`src/rtl/instruction_fetch_unit.sv`:
```
// ---------------------------------------------------------------------------
// instruction_fetch_unit
//
// Front end of the pipeline. It owns the PC, drives the instruction memory
// address and captures the word that comes back in the same cycle into the
// IF/ID pipeline register. Redirects (branches), stalls, flushes and a
// terminal halt are resolved here with a fixed priority.
//
// Ports
//   Clk               rising-edge clock
//   Rst               synchronous, active-high reset
//   Instruction[31:0] word from instruction memory for Address (same cycle)
//   Stall             hold PC and IF/ID
//   Flush             load a bubble into IF/ID
//   BranchTaken       redirect PC to BranchTarget (word aligned)
//   BranchTarget      redirect byte address
//   Halt              stop fetching until the next reset
//   Address[31:0]     instruction memory byte address (== PC)
//   IfId_Instruction  registered fetched word
//   IfId_PCPlus4      registered PC+4 of the fetched word
//   IfId_Valid        IF/ID holds a real instruction
//   FetchCount        number of valid words captured into IF/ID
//   Halted            unit is in the HALTED state
// ---------------------------------------------------------------------------
module instruction_fetch_unit #(
  parameter logic [31:0] RESET_PC = 32'h0000_0000
) (
  input  logic        Clk,
  input  logic        Rst,
  input  logic [31:0] Instruction,
  input  logic        Stall,
  input  logic        Flush,
  input  logic        BranchTaken,
  input  logic [31:0] BranchTarget,
  input  logic        Halt,
  output logic [31:0] Address,
  output logic [31:0] IfId_Instruction,
  output logic [31:0] IfId_PCPlus4,
  output logic        IfId_Valid,
  output logic [31:0] FetchCount,
  output logic        Halted
);

  typedef enum logic {
    RUN    = 1'b0,
    HALTED = 1'b1
  } state_t;

  // IF/ID pipeline register contents
  typedef struct packed {
    logic [31:0] instr;
    logic [31:0] pc_plus4;
    logic        valid;
  } ifid_t;

  localparam ifid_t BUBBLE = '{instr: 32'h0, pc_plus4: 32'h0, valid: 1'b0};

  // PC is always word aligned, even if the reset vector is not.
  localparam logic [31:0] RESET_PC_ALIGNED = {RESET_PC[31:2], 2'b00};

  state_t      state_q, state_d;
  logic [31:0] pc_q, pc_d;
  ifid_t       ifid_q, ifid_d;
  logic [31:0] fetch_count_q, fetch_count_d;

  logic [31:0] pc_plus4;
  logic        tgt_unused;

  // Branch targets are forced to a word boundary; the low bits are dropped.
  assign tgt_unused = ^BranchTarget[1:0];

  // Wraps silently at the top of the address space.
  assign pc_plus4 = pc_q + 32'd4;

  // -------------------------------------------------------------------------
  // Next-state / next-contents
  // -------------------------------------------------------------------------
  always_comb begin
    state_d       = state_q;
    pc_d          = pc_q;
    ifid_d        = ifid_q;
    fetch_count_d = fetch_count_q;

    unique case (state_q)
      RUN: begin
        if (Halt) begin
          // Halt outranks everything: freeze PC, drain IF/ID.
          state_d = HALTED;
          ifid_d  = BUBBLE;
        end else if (BranchTaken) begin
          // Redirect wins over a stall; the wrong-path fetch is discarded.
          pc_d   = {BranchTarget[31:2], 2'b00};
          ifid_d = BUBBLE;
        end else if (Stall) begin
          // PC holds; IF/ID holds unless squashed by a concurrent flush.
          if (Flush) ifid_d = BUBBLE;
        end else if (Flush) begin
          // Fetch still advances, but the captured word is squashed.
          pc_d   = pc_plus4;
          ifid_d = BUBBLE;
        end else begin
          pc_d          = pc_plus4;
          ifid_d.instr    = Instruction;
          ifid_d.pc_plus4 = pc_plus4;
          ifid_d.valid    = 1'b1;
          fetch_count_d = fetch_count_q + 32'd1;
        end
      end
      HALTED: begin
        // Only reset leaves this state; all control inputs are ignored.
        state_d = HALTED;
      end
      default: begin
        state_d = RUN;
      end
    endcase
  end

  // -------------------------------------------------------------------------
  // State registers
  // -------------------------------------------------------------------------
  always_ff @(posedge Clk) begin
    if (Rst) begin
      state_q       <= RUN;
      pc_q          <= RESET_PC_ALIGNED;
      ifid_q        <= BUBBLE;
      fetch_count_q <= 32'h0;
    end else begin
      state_q       <= state_d;
      pc_q          <= pc_d;
      ifid_q        <= ifid_d;
      fetch_count_q <= fetch_count_d;
    end
  end

  // -------------------------------------------------------------------------
  // Outputs
  // -------------------------------------------------------------------------
  assign Address          = pc_q;
  assign IfId_Instruction = ifid_q.instr;
  assign IfId_PCPlus4     = ifid_q.pc_plus4;
  assign IfId_Valid       = ifid_q.valid;
  assign FetchCount       = fetch_count_q;
  assign Halted           = (state_q == HALTED);

endmodule
```
`config.mk`:
```
export PLATFORM = sky130hd
export DESIGN_NAME = instruction_fetch_unit
export DESIGN_NICKNAME = d
export VERILOG_FILES = /design/src/rtl/instruction_fetch_unit.sv
export SDC_FILE = /design/constraint.sdc
export NUM_CORES = 1
export LEC_CHECK = 0
export BUFFER_PORTS_ARGS = -buffer_cell sky130_fd_sc_hd__buf_2
export CORE_MARGIN = 5
export CORE_UTILIZATION = 30
export DETAILED_ROUTE_END_ITERATION = 8
export PLACE_DENSITY = 0.48
export SLEW_MARGIN = 20
export SYNTH_ARGS = -nofsm -noshare
export SYNTH_HDL_FRONTEND = slang
export SYNTH_SLANG_ARGS = --single-unit
export TNS_END_PERCENT = 30
```
`constraint.sdc`:
```
create_clock -name Clk -period 7.1 [get_ports Clk]
set_input_delay 1.065 -clock Clk [delete_from_list [all_inputs] [get_ports Clk]]
set_output_delay 1.065 -clock Clk [all_outputs]
set_load 0.01 [all_outputs]
```
Word level (Yosys, flattened, before mapping)
Cells that the tools add are included.

Memories: 0. Bits of input ports: 70. Flip-flop bits (word level): 130. Bits in writable memories: 0. Latch bits: 0. Word-level logic and storage cells: 27. ROM bits: 0.

Multiplexer cells: 9. Multipliers: 0. Div/mod/pow operators: 0. Shift operators: 0. Reductions and logical operators: 3. Bitwise logic cells: 5. Eq/ne operators: 2. $lt $le $gt $ge: 0. $add $sub $neg: 2.

Operator list (number): 65-bit two-way mux (5); 32-bit two-way mux (2); 32-bit by 1-bit adder with 32-bit output, second input constant (1); 32-bit by 3-bit adder with 32-bit output, second input constant (1); 1-bit inverter (5); 5-bit AND reduction (1); 4-bit by 1-bit inequality test with 1-bit output, second input constant (1); 3-bit AND reduction (1); 2-bit by 1-bit inequality test with 1-bit output, second input constant (1); 1-bit one-hot mux with 2 select lines (1); 2-bit AND reduction (1); 1-bit two-way mux (1).

Logic depth before layout (Yosys ltp)
Depth after elaboration: 5. Depth in mapped cells: 7.

Worst setup path before layout
No wires, ideal clock.

Path type: input-to-reg. Start point: input BranchTaken. End point: register fetch_count_q[23], in the netlist FetchCount[23]. Setup slack: 4.052 ns. Buffers on the path: 2. Setup time: 0.070 ns. Data arrival time: 2.978 ns. Cell stages on the path: 6. Required time: 7.030 ns. Path through: or4_4 buf_6 or4b_4 buf_6 or4_1 a21oi_1.

Word-level cells in the longest chain between the ends: 2.

Ends and longest elaborated chain: from (decl) (line 33) `input logic BranchTaken,`; 1-bit inverter (no source line); 5-bit AND reduction (no source line); to (signal assigned) (line 132) `fetch_count_q <= fetch_count_d;`; to (decl) (line 64) `logic [31:0] fetch_count_q, fetch_count_d;`.

Every way passes these cells. A chain may end at the register's enable or synchronous reset.

Worst setup path after layout
Start point: input BranchTaken. End point: register fetch_count_q[30], in the netlist FetchCount[30].

The elaborated chain is that of the path after synthesis.

==> impl_results.md <==
- First-pass GRT wire length: 34300 um
- FMAX: 289 MHz
- Dominant synthesized flop cell: dfxtp_1
- CTS tree: built
- Sequential power share: 40.4%
- Overflow after GRT: 0
- Crit. End Element: flop
- Worst slew pin tran: between 1000 and 1500 ps
- H-tree depth: 4
- Vias in the first global route: slightly above 6000
- Final period util: 48.8%
- RSZ-0062 raised after global routing: false
- WS Path Type: input pin to flop
- Largest net degree at the start of global routing: slightly below 70
- P&R area growth vs syn: 27.9%
- Clk pwr share: 52.7%
- FF-to-FF End: IfId_PCPlus4[26]
- Leak Pwr: approximately 3.1 nW
- Gr usage total: 17.8%
- Final hold violation count: 0
- Total vias in the final route: 6348
- Worst path max stage delay: roughly 720 ps
- Combinational share of power: 7.0%
- First drt pass iteration count: 5
- Register Area: 2540 um^2
- Min-Delay Path Depth: 2
- Routed WL: 21500 um
- Yosys warns: 0
- Area of the die: 23600 um^2
- Drt initial violations: 429
- Worst Hold Class: flop to flop
- Number of nets in the layout: 973
- Critical-path maximum fanout: 68
- Register area share after synthesis: 41.1%
- Crit path required time: 7400 ps
- Max-Cap Viols: 0
- Kind of cell adding the most delay to the critical path: simple AND/OR/NAND/NOR gates
- Area contributors post-synth: dfxtp_1 41%, nor2_1 4.7%, a22oi_1 4.6%
- Die extent in y: 154 um
- Max Clock Skew: 13.7 ps
- CP Cell Sequence: buf_2, buf_4, nor4_1, nand3_1, nor4_1, mux2_2
- Chip Width: between 150 and 200 um
- Clock Latency Late Sink: between 400 and 500 ps
- #FFs+latches synth: approximately 130
- Maximum vdd ir drop: around 160 uV
- TNS Setup: 0 ps
- Hpwl dp: 14500 um
- Share of the synthesized area in the top cell type: 41.1%
- Stages on worst setup path: 6
- Fill count: 2156
- Slew Limit Fails: 0
- CORE AREA: 20300 um^2
- Reg2Reg Depth: 5
- Post-DR wirelength/cell: 18.1 um
- Min Tclk post-route: 3460 ps
- Final core utilization: 39.0%
- Synth Instances: 753
- CP arrival: 3760 ps
- DRT antenna net count: 0
- Post-CTS Setup Bufs: 0
- Slew headroom: 32.4%
- # diodes: 0
- Switching Power: between 0.0004 and 0.0005 W
- Clock buffer count from CTS: 17
- Post-synth top area cell: dfxtp_1
- Clk sinks: about 130
- PwrDens: between 200 and 250 nW/um^2
- Post-synth ARST share: 0%
- Post-CTS Resized: 0
- Most frequent cell on the critical path: nor4_1
- Worst path slowest cell: nor4_1
- Clock-pin slew on the worst setup and hold paths: 60 ps
- Vias/cell: ~5.4
- Status: finished clean
- Avg Synthesized Cell Area: 8.22 um^2
- Worst Path Buf+Inv: 2
- Cell Area, Synth: around 6200 um^2
- Synth top cells by count: 127 x dfxtp_1, 77 x nor2_1, 62 x clkbuf_1, 62 x nand2_1, 42 x a21oi_1
- FF-to-FF setup slack: between 4000 and 5000 ps
- Cell-internal power: 0.00141 W
- Count leader, synth: dfxtp_1
- Multi-input logic area: 3310 um^2
- Io pins: 200
- Hold-fix buffers, CTS: 0
- Drt drc: 0
- CP startpoint: BranchTaken
- Startpoint Class: input pin
- Clock tree root buffer cell: clkbuf_16
- Longest Clk Path Bufs: 2
- I/O Buffers: 195
- Post-synth EDFFs: 0
- Cell row count: 52
- Switching share of power: 24.3%
- Distinct cells, synth: 59
- Starting Density: 30.5%
- CP Capture Point: FetchCount[30]
- Worst R2R Start: Address[2]
- Placer Congestion: 0.801
- Share of layout cells above drive strength 1: 26.7%
- Initial antenna violation count: 2
- # setup viols final: 0
[final cells by class]
| class | instances | area share (%) |
|---|---|---|
| Timing Repair Buffer | 201 | 12.9 |
| Multi-Input combinational cell | 541 | 41.8 |
| Inverter | 13 | 0.617 |
| Tap cell | 270 | 4.27 |
| Clock inverter | 14 | 2.69 |
| Clock buffer | 18 | 5.55 |
| Sequential cell | 127 | 32.1 |
[state kept, by name, summed over array words and instances, names as in the netlist]
register / flops
IfId_Valid: 1
FetchCount: 32
IfId_PCPlus4: 31
Address: 30
Halted: 1
IfId_Instruction: 32
[tightest hold or removal path, stage by stage (launching register included)]
cell and delay, ps:
dfxtp_1 320, nand2_1 40, o21ai_0 50
[worst min-delay path by stage]
stage                          start               end  slack (ps)
CTS                 IfId_PCPlus4[18]  IfId_PCPlus4[18]         460
detailed placement  IfId_PCPlus4[18]  IfId_PCPlus4[18]         440
global placement    IfId_PCPlus4[14]  IfId_PCPlus4[14]         440
finish              IfId_PCPlus4[11]  IfId_PCPlus4[11]         450
floorplan            IfId_PCPlus4[7]   IfId_PCPlus4[7]         480
global route        IfId_PCPlus4[12]  IfId_PCPlus4[12]         480
[per-stage QoR]
step | cell area, um^2 | cells | setup WS [ps] | total power, W | hold slack, ps
final | 7920 | 1184 | 3640 | 0.00186 | 449
after global routing | 7920 | 1184 | 3340 | 0.00193 | 478
after CTS | 7920 | 1184 | 3590 | 0.00189 | 456
after detailed placement | 7260 | 1152 | 3150 | 0.000897 | 441
after global placement | 7260 | 1152 | 3190 | 0.000897 | 436
after floorplan | 6190 | 754 | 4050 | 0.000837 | 476
[power by group through the flow]
stage | clock network [W] | registers, W | logic [W]
4_1_cts | 0.00101 | 0.000751 | 0.000131
3_5_place_dp | 0 | 0.000766 | 0.000131
6_report | 0.000979 | 0.000751 | 0.000129
2_1_floorplan | 0 | 0.000760 | 0.0000762
5_1_grt | 0.00104 | 0.000754 | 0.000144
3_3_place_gp | 0 | 0.000766 | 0.000131
[cells in the final DEF (no fill, tap or decap), drive strengths merged, types with 21 or more instances in the layout]
master	Yosys	final
nor3	21	21
o21ai	30	30
or4	29	29
buf	11	201
a21oi	42	42
nor2	77	77
nand3	25	25
a22oi	38	38
dfxtp	127	127
nand2	62	62
nand4	22	22
[cell families after synthesis]
logic type               after synthesis  share of synthesized area (%)
AND/OR/NAND/NOR                      299                           25.1
AO/OA/AOI/OAI                        217                           24.6
flip-flops                           127                           41.1
buffers and inverters                 86                           5.64
XOR/XNOR                              18                           2.55
multiplexers                           3                          0.526
adder cells (fa/ha/maj)                2                          0.404
other                                  1                         0.0606
[per-layer routing]
| metal | part of all wire, % | vias up | track usage, % |
|---|---|---|---|
| met5 | 0.11 | - | 0 |
| met4 | 1.9 | 4 | 5.68 |
| met3 | 7.2 | 29 | 5.45 |
| met2 | 44 | 200 | 27.1 |
| met1 | 46 | 2968 | 24.0 |
| li1 | - | 3147 | - |
No activity file was read; power rests on OpenSTA's default activity.
